File: src/rtl/i2s_adc_rx.sv
// I2S master-mode ADC receiver: generates ac_bclk/ac_lrclk and deserialises stereo samples onto valid/ready.
// Optional build define I2S_RX_PEAK_EN adds a windowed peak-level output for the LED bar.
module i2s_adc_rx #(
   parameter int unsigned BCLK_DIV    = 16,
   parameter int unsigned SAMPLE_BITS = 24
) (
   input  logic                   clk,
   input  logic                   rst_n,
   input  logic                   en,
   input  logic                   ac_adc_sdata,
   output logic                   ac_bclk,
   output logic                   ac_lrclk,
   output logic [SAMPLE_BITS-1:0] out_l,
   output logic [SAMPLE_BITS-1:0] out_r,
   output logic                   out_valid,
   input  logic                   out_ready,
   output logic                   overrun,
   output logic [7:0]             overrun_cnt
`ifdef I2S_RX_PEAK_EN
   ,
   output logic [7:0]             peak
`endif
);

   localparam logic [7:0] DIV_LAST  = 8'(BCLK_DIV - 1);
   localparam logic [4:0] LAST_SLOT = 5'(SAMPLE_BITS);

   logic                   sd_q;
   logic [7:0]             div_cnt_q, div_cnt_d;
   logic                   bclk_q, bclk_d;
   logic                   lrclk_q, lrclk_d;
   logic [5:0]             bit_cnt_q, bit_cnt_d;
   logic [SAMPLE_BITS-1:0] shift_q, shift_d, shift_nxt;
   logic [SAMPLE_BITS-1:0] hold_l_q, hold_l_d;
   logic                   done_q, done_d;
   logic [SAMPLE_BITS-1:0] out_l_q, out_l_d;
   logic [SAMPLE_BITS-1:0] out_r_q, out_r_d;
   logic                   out_valid_q, out_valid_d;
   logic                   overrun_q, overrun_d;
   logic [7:0]             ovr_cnt_q, ovr_cnt_d;
   logic                   tc, rise, fall;
   logic [4:0]             slot;

   assign tc        = (div_cnt_q == DIV_LAST);
   assign rise      = en & tc & ~bclk_q;
   assign fall      = en & tc & bclk_q;
   assign slot      = bit_cnt_q[4:0];
   assign shift_nxt = (shift_q << 1) | SAMPLE_BITS'(sd_q);

   // NOTE: every signal gets a default at the top of an always_comb so no latch is inferred.
   always_comb begin
      div_cnt_d = div_cnt_q;
      bclk_d    = bclk_q;
      lrclk_d   = lrclk_q;
      bit_cnt_d = bit_cnt_q;
      shift_d   = shift_q;
      hold_l_d  = hold_l_q;
      done_d    = 1'b0;
      if (!en) begin
         div_cnt_d = '0;
         bclk_d    = 1'b0;
         lrclk_d   = 1'b0;
         bit_cnt_d = '0;
         shift_d   = '0;
         hold_l_d  = '0;
      end else begin
         if (tc) begin
            div_cnt_d = '0;
            bclk_d    = ~bclk_q;
         end else begin
            div_cnt_d = div_cnt_q + 8'd1;
         end
         if (fall) begin
            bit_cnt_d = bit_cnt_q + 6'd1;
            lrclk_d   = bit_cnt_d[5];
         end
         // Slot 0 is the I2S one-bit delay; slots past the word are padding.
         if (rise && slot != 5'd0 && slot <= LAST_SLOT) shift_d = shift_nxt;
         if (rise && slot == LAST_SLOT && !lrclk_q) hold_l_d = shift_nxt;
         if (rise && slot == LAST_SLOT && lrclk_q) done_d = 1'b1;
      end
   end

   always_comb begin
      out_l_d     = out_l_q;
      out_r_d     = out_r_q;
      out_valid_d = out_valid_q;
      overrun_d   = 1'b0;
      ovr_cnt_d   = ovr_cnt_q;
      if (done_q) begin
         if (!out_valid_q || out_ready) begin
            out_l_d     = hold_l_q;
            out_r_d     = shift_q;
            out_valid_d = 1'b1;
         end else begin
            overrun_d = 1'b1;
            if (ovr_cnt_q != 8'hFF) ovr_cnt_d = ovr_cnt_q + 8'd1;
         end
      end else if (out_valid_q && out_ready) begin
         out_valid_d = 1'b0;
      end
   end

   // NOTE: state updates use non-blocking assignments so every register samples pre-edge values.
   always_ff @(posedge clk or negedge rst_n) begin
      if (!rst_n) begin
         sd_q        <= 1'b0;
         div_cnt_q   <= '0;
         bclk_q      <= 1'b0;
         lrclk_q     <= 1'b0;
         bit_cnt_q   <= '0;
         shift_q     <= '0;
         hold_l_q    <= '0;
         done_q      <= 1'b0;
         out_l_q     <= '0;
         out_r_q     <= '0;
         out_valid_q <= 1'b0;
         overrun_q   <= 1'b0;
         ovr_cnt_q   <= '0;
      end else begin
         sd_q        <= ac_adc_sdata;
         div_cnt_q   <= div_cnt_d;
         bclk_q      <= bclk_d;
         lrclk_q     <= lrclk_d;
         bit_cnt_q   <= bit_cnt_d;
         shift_q     <= shift_d;
         hold_l_q    <= hold_l_d;
         done_q      <= done_d;
         out_l_q     <= out_l_d;
         out_r_q     <= out_r_d;
         out_valid_q <= out_valid_d;
         overrun_q   <= overrun_d;
         ovr_cnt_q   <= ovr_cnt_d;
      end
   end

   assign ac_bclk     = bclk_q;
   assign ac_lrclk    = lrclk_q;
   assign out_l       = out_l_q;
   assign out_r       = out_r_q;
   assign out_valid   = out_valid_q;
   assign overrun     = overrun_q;
   assign overrun_cnt = ovr_cnt_q;

`ifdef I2S_RX_PEAK_EN
   localparam logic [SAMPLE_BITS-1:0] MIN_VAL = SAMPLE_BITS'(1) << (SAMPLE_BITS - 1);

   function automatic logic [SAMPLE_BITS-1:0] sat_abs(input logic [SAMPLE_BITS-1:0] v);
      if (!v[SAMPLE_BITS-1]) return v;
      if (v == MIN_VAL) return ~MIN_VAL;
      return -v;
   endfunction

   logic [7:0]             peak_q, peak_d, frame_pk;
   logic [9:0]             frame_cnt_q, frame_cnt_d;
   logic [SAMPLE_BITS-1:0] mag_l, mag_r, mag;

   assign mag_l    = sat_abs(hold_l_q);
   assign mag_r    = sat_abs(shift_q);
   assign mag      = (mag_l > mag_r) ? mag_l : mag_r;
   assign frame_pk = mag[SAMPLE_BITS-2 -: 8];

   // Dropped frames still count toward the window and the peak.
   always_comb begin
      peak_d      = peak_q;
      frame_cnt_d = frame_cnt_q;
      if (done_q) begin
         frame_cnt_d = frame_cnt_q + 10'd1;
         if (frame_cnt_q == 10'h3FF || frame_pk > peak_q) peak_d = frame_pk;
      end
   end

   always_ff @(posedge clk or negedge rst_n) begin
      if (!rst_n) begin
         peak_q      <= '0;
         frame_cnt_q <= '0;
      end else begin
         peak_q      <= peak_d;
         frame_cnt_q <= frame_cnt_d;
      end
   end

   assign peak = peak_q;
`endif

endmodule
File: config.mk
export PLATFORM = sky130hd
export DESIGN_NAME = i2s_adc_rx
export DESIGN_NICKNAME = d
export VERILOG_FILES = /design/src/rtl/i2s_adc_rx.sv
export SDC_FILE = /design/constraint.sdc
export NUM_CORES = 1
export LEC_CHECK = 0
export ABC_AREA = 1
export CORE_MARGIN = 1
export CORE_UTILIZATION = 45
export CTS_BUF_LIST = sky130_fd_sc_hd__clkbuf_8
export DETAILED_ROUTE_END_ITERATION = 6
export HOLD_SLACK_MARGIN = 0.02
export PLACE_DENSITY = 0.67
export RECOVER_POWER = 100
export SLEW_MARGIN = 20
export SYNTH_ARGS = -nofsm -noshare
export SYNTH_HDL_FRONTEND = slang
export SYNTH_SLANG_ARGS = --single-unit
File: constraint.sdc
create_clock -name clk -period 3.4 [get_ports clk]
set_input_delay 0.34 -clock clk [delete_from_list [all_inputs] [get_ports clk]]
set_output_delay 0.34 -clock clk [all_outputs]
set_load 0.005 [all_outputs]
==> impl_metrics.env <==
export IMPL_regToRegEndpoint="shift_q[6]"
export IMPL_root_buffer="clkbuf_8"
export IMPL_n_antenna_cell=0
export IMPL_rows=39
export IMPL_syn_num_nets=517
export IMPL_vias=3748
export IMPL_grt_usage=0.190
export IMPL_htree_levels=4
export IMPL_drtPass1Iterations=4
export IMPL_vias_per_cell=5.14
export IMPL_dp_hpwl_microns=6670
export IMPL_core_sq_um=11400
export IMPL_ys_ff_latch=123
export IMPL_port_buffers=64
export IMPL_syn_inst=508
export IMPL_failed_checks="capacitance limit, slew limit"
export IMPL_die_area_sq_um=12100
export IMPL_final_layout_size_suffix_gt1_frac=0.159
export IMPL_critPathKind="reg -> reg"
export IMPL_holdPathEnd="div_cnt_q[0]"
export IMPL_cts_sinks=123
export IMPL_cts_buffers=17
export IMPL_grt_overflow=0
export IMPL_grt_first_pass_wirelength_microns=17200
export IMPL_die_w_microns=110
export IMPL_r2r_slack_ns=0.84
export IMPL_placed_cell_area_sq_um=5980
export IMPL_tritoncts="yes"
export IMPL_peakVddDrop_mv=0.235
export IMPL_synth_top_cells_by_count="nand2_1 (125), dfrtp_1 (123), mux2_2 (48)"
export IMPL_drc=0
export IMPL_async_reset_ff_frac=1.00
export IMPL_cts_setup_buffers=0
export IMPL_synth_cell_types=29
export IMPL_outcome="finished with violations"
export IMPL_yosysWarnings=0
export IMPL_p_leak_nw=3.49
export IMPL_syn_area_sq_um=5250
export IMPL_period_share=0.753
export IMPL_antenna_left=0
export IMPL_avgSynthCellArea_sq_um=10.3
export IMPL_start_kind="flop"
export IMPL_grt_pass1_vias=3632
export IMPL_synth_edf_count=0
export IMPL_hold_start="en"
export IMPL_cp_max_fo=26
export IMPL_whs_path_depth=3
export IMPL_grt_max_degree=69
export IMPL_ys_flop_type="dfrtp_1"
export IMPL_max_freq_mhz=391
export IMPL_worstPathRequired_ns=3.74
export IMPL_yosysSeqAreaShare=0.587
export IMPL_crit_arrival_ns=2.90
export IMPL_tightest_slew_ns=1.64
export IMPL_slew_violations=68
export IMPL_antenna_found_initial=0
export IMPL_clkTransAtPathRegs_ns=0.07
export IMPL_wl_per_cell_microns=14.1
export IMPL_pin_count=65
export IMPL_synth_top_area_frac=0.587
export IMPL_post_place_ws_ns=1.06
export IMPL_reg2reg_depth=6
export IMPL_power_density_nw_per_um2=440
export IMPL_tns_ns=0
export IMPL_synth_most_common_cell="nand2_1"
export IMPL_clock_latency_ns=0.44
export IMPL_worstSetupEndpointType="flop"
export IMPL_synth_area_top_cells="dfrtp_1 (59%), mux2_2 (10%), nand2_1 (8.9%)"
export IMPL_post_synth_top_area_cell="dfrtp_1"
export IMPL_gp_congestion=0.825
export IMPL_hold_viol=0
export IMPL_drt_iter0_drc=186
export IMPL_routed_wl_microns=10300
export IMPL_clockBufferDepth=2
export IMPL_die_y_microns=110
export IMPL_r2r_start="div_cnt_q[0]"
export IMPL_fin_ws_ns=0.841
export IMPL_start_util=0.461
export IMPL_finClkSkew_ns=0.00896
export IMPL_max_cap_violations=1
export IMPL_fin_crit_ns=2.56
export IMPL_nets=583
export IMPL_final_area_sq_um=6340
export IMPL_area_delta_synth_final_pct=20.9
export IMPL_setup_viol=0
export IMPL_hp_class="in -> reg"
export IMPL_relSlewSlack=-0.0915
export IMPL_rsz0062_at_grt="no"
[through the flow]
stage / utilization / power, mW / hold slack (ns) / instances
floorplan: - / 1.52 / 0.0444 / 508
global placement: 0.526 / 1.56 / 0.445 / 697
detailed placement: 0.526 / 1.56 / 0.459 / 697
CTS: 0.562 / 2.83 / 0.179 / 729
global route: 0.558 / 2.91 / 0.198 / 729
finish: 0.558 / 2.79 / 0.196 / 729
[worst max-delay path by stage]
stage	from	to	slack [ns]	cells past startpoint
after floorplan	bit_cnt_q[0]	hold_l_q[10]	1.95	8
after global placement	bit_cnt_q[0]	hold_l_q[3]	1.19	7
after detailed placement	bit_cnt_q[0]	hold_l_q[11]	1.06	7
after CTS	bit_cnt_q[0]	hold_l_q[22]	1.04	7
after global routing	div_cnt_q[0]	shift_q[2]	0.51	7
final	div_cnt_q[0]	shift_q[6]	0.84	6
[logic make-up (layout without fill, tap and decap cells)]
| kind of cell | after synthesis | after routing | synth area share |
|---|---|---|---|
| and+or+nand+nor | 215 | 215 | 0.187 |
| adders and majority gates | 4 | 4 | 0.00954 |
| AOI/OAI and AO/OA | 37 | 37 | 0.0382 |
| xor gates and xnor gates | 10 | 10 | 0.0167 |
| buffers and inverters | 71 | 149 | 0.0592 |
| DFF | 123 | 123 | 0.587 |
| muxes | 48 | 48 | 0.103 |
[sequential cells by signal (all words and copies together), names as in the netlist]
register,cells
div_cnt_q,8
overrun_cnt,8
overrun,1
hold_l_q,24
ac_lrclk,1
shift_q,24
out_r,24
out_l,24
out_valid,1
done_q,1
ac_bclk,1
sd_q,1
bit_cnt_q,5
[cell type report]
class                      instances  area, sq um
clock buffer                      20          275
clock inverter                    11          120
fill                            1002         5030
inverter                          47          176
multi-input combinational        314         1830
sequential                       123         3080
tap                              143          179
timing repair buffer              71          687
[timing repair]
action,in CTS,in global routing
hold buffers,1,0
resized for setup,0,0
endpoints found under the hold margin,3,0
[report_power, final]
group | switching (mW) | internal [mW] | leakage, nW
clock | 0.563 | 0.701 | 0.196
combinational | 0.0483 | 0.0114 | 1.59
sequential | 0.00310 | 1.47 | 1.71
total | 0.614 | 2.18 | 3.49
[cell usage in the layout, fill, tap and decap left out, drive strengths merged, types with 2 or more instances in the layout]
cell type,synthesis,final
ha,4,4
buf,18,4
dlygate4sd3,0,62
a21oi,4,4
mux2,48,48
nand2,127,127
nand3b,2,2
nor2,20,20
clkbuf,6,24
clkinvlp,0,3
nand3,34,34
inv,46,46
nor3,3,3
clkinv,1,7
xor2,9,9
o21ai,33,33
nand4,28,28
bufinv,0,2
dfrtp,123,123
[critical path: stages (launching register included)]
cell and delay, ns:
dfrtp_1 0.37, ha_1 0.21, nand3_1 0.11, nor2_1 0.38
nand4_2 0.55, clkbuf_1 0.52, o21ai_0 0.31
[routing by layer]
metal | vias to the layer above | track usage | routed length, microns | part of all wire
li1 | 1808 | - | - | -
met1 | 1824 | 0.254 | 4930 | 0.48
met2 | 104 | 0.285 | 4750 | 0.46
met3 | 12 | 0.0587 | 505 | 0.049
met4 | 0 | 0.0838 | 103 | 0.010
met5 | - | 0 | 0 | 0
No activity file was read; power rests on OpenSTA's default activity.
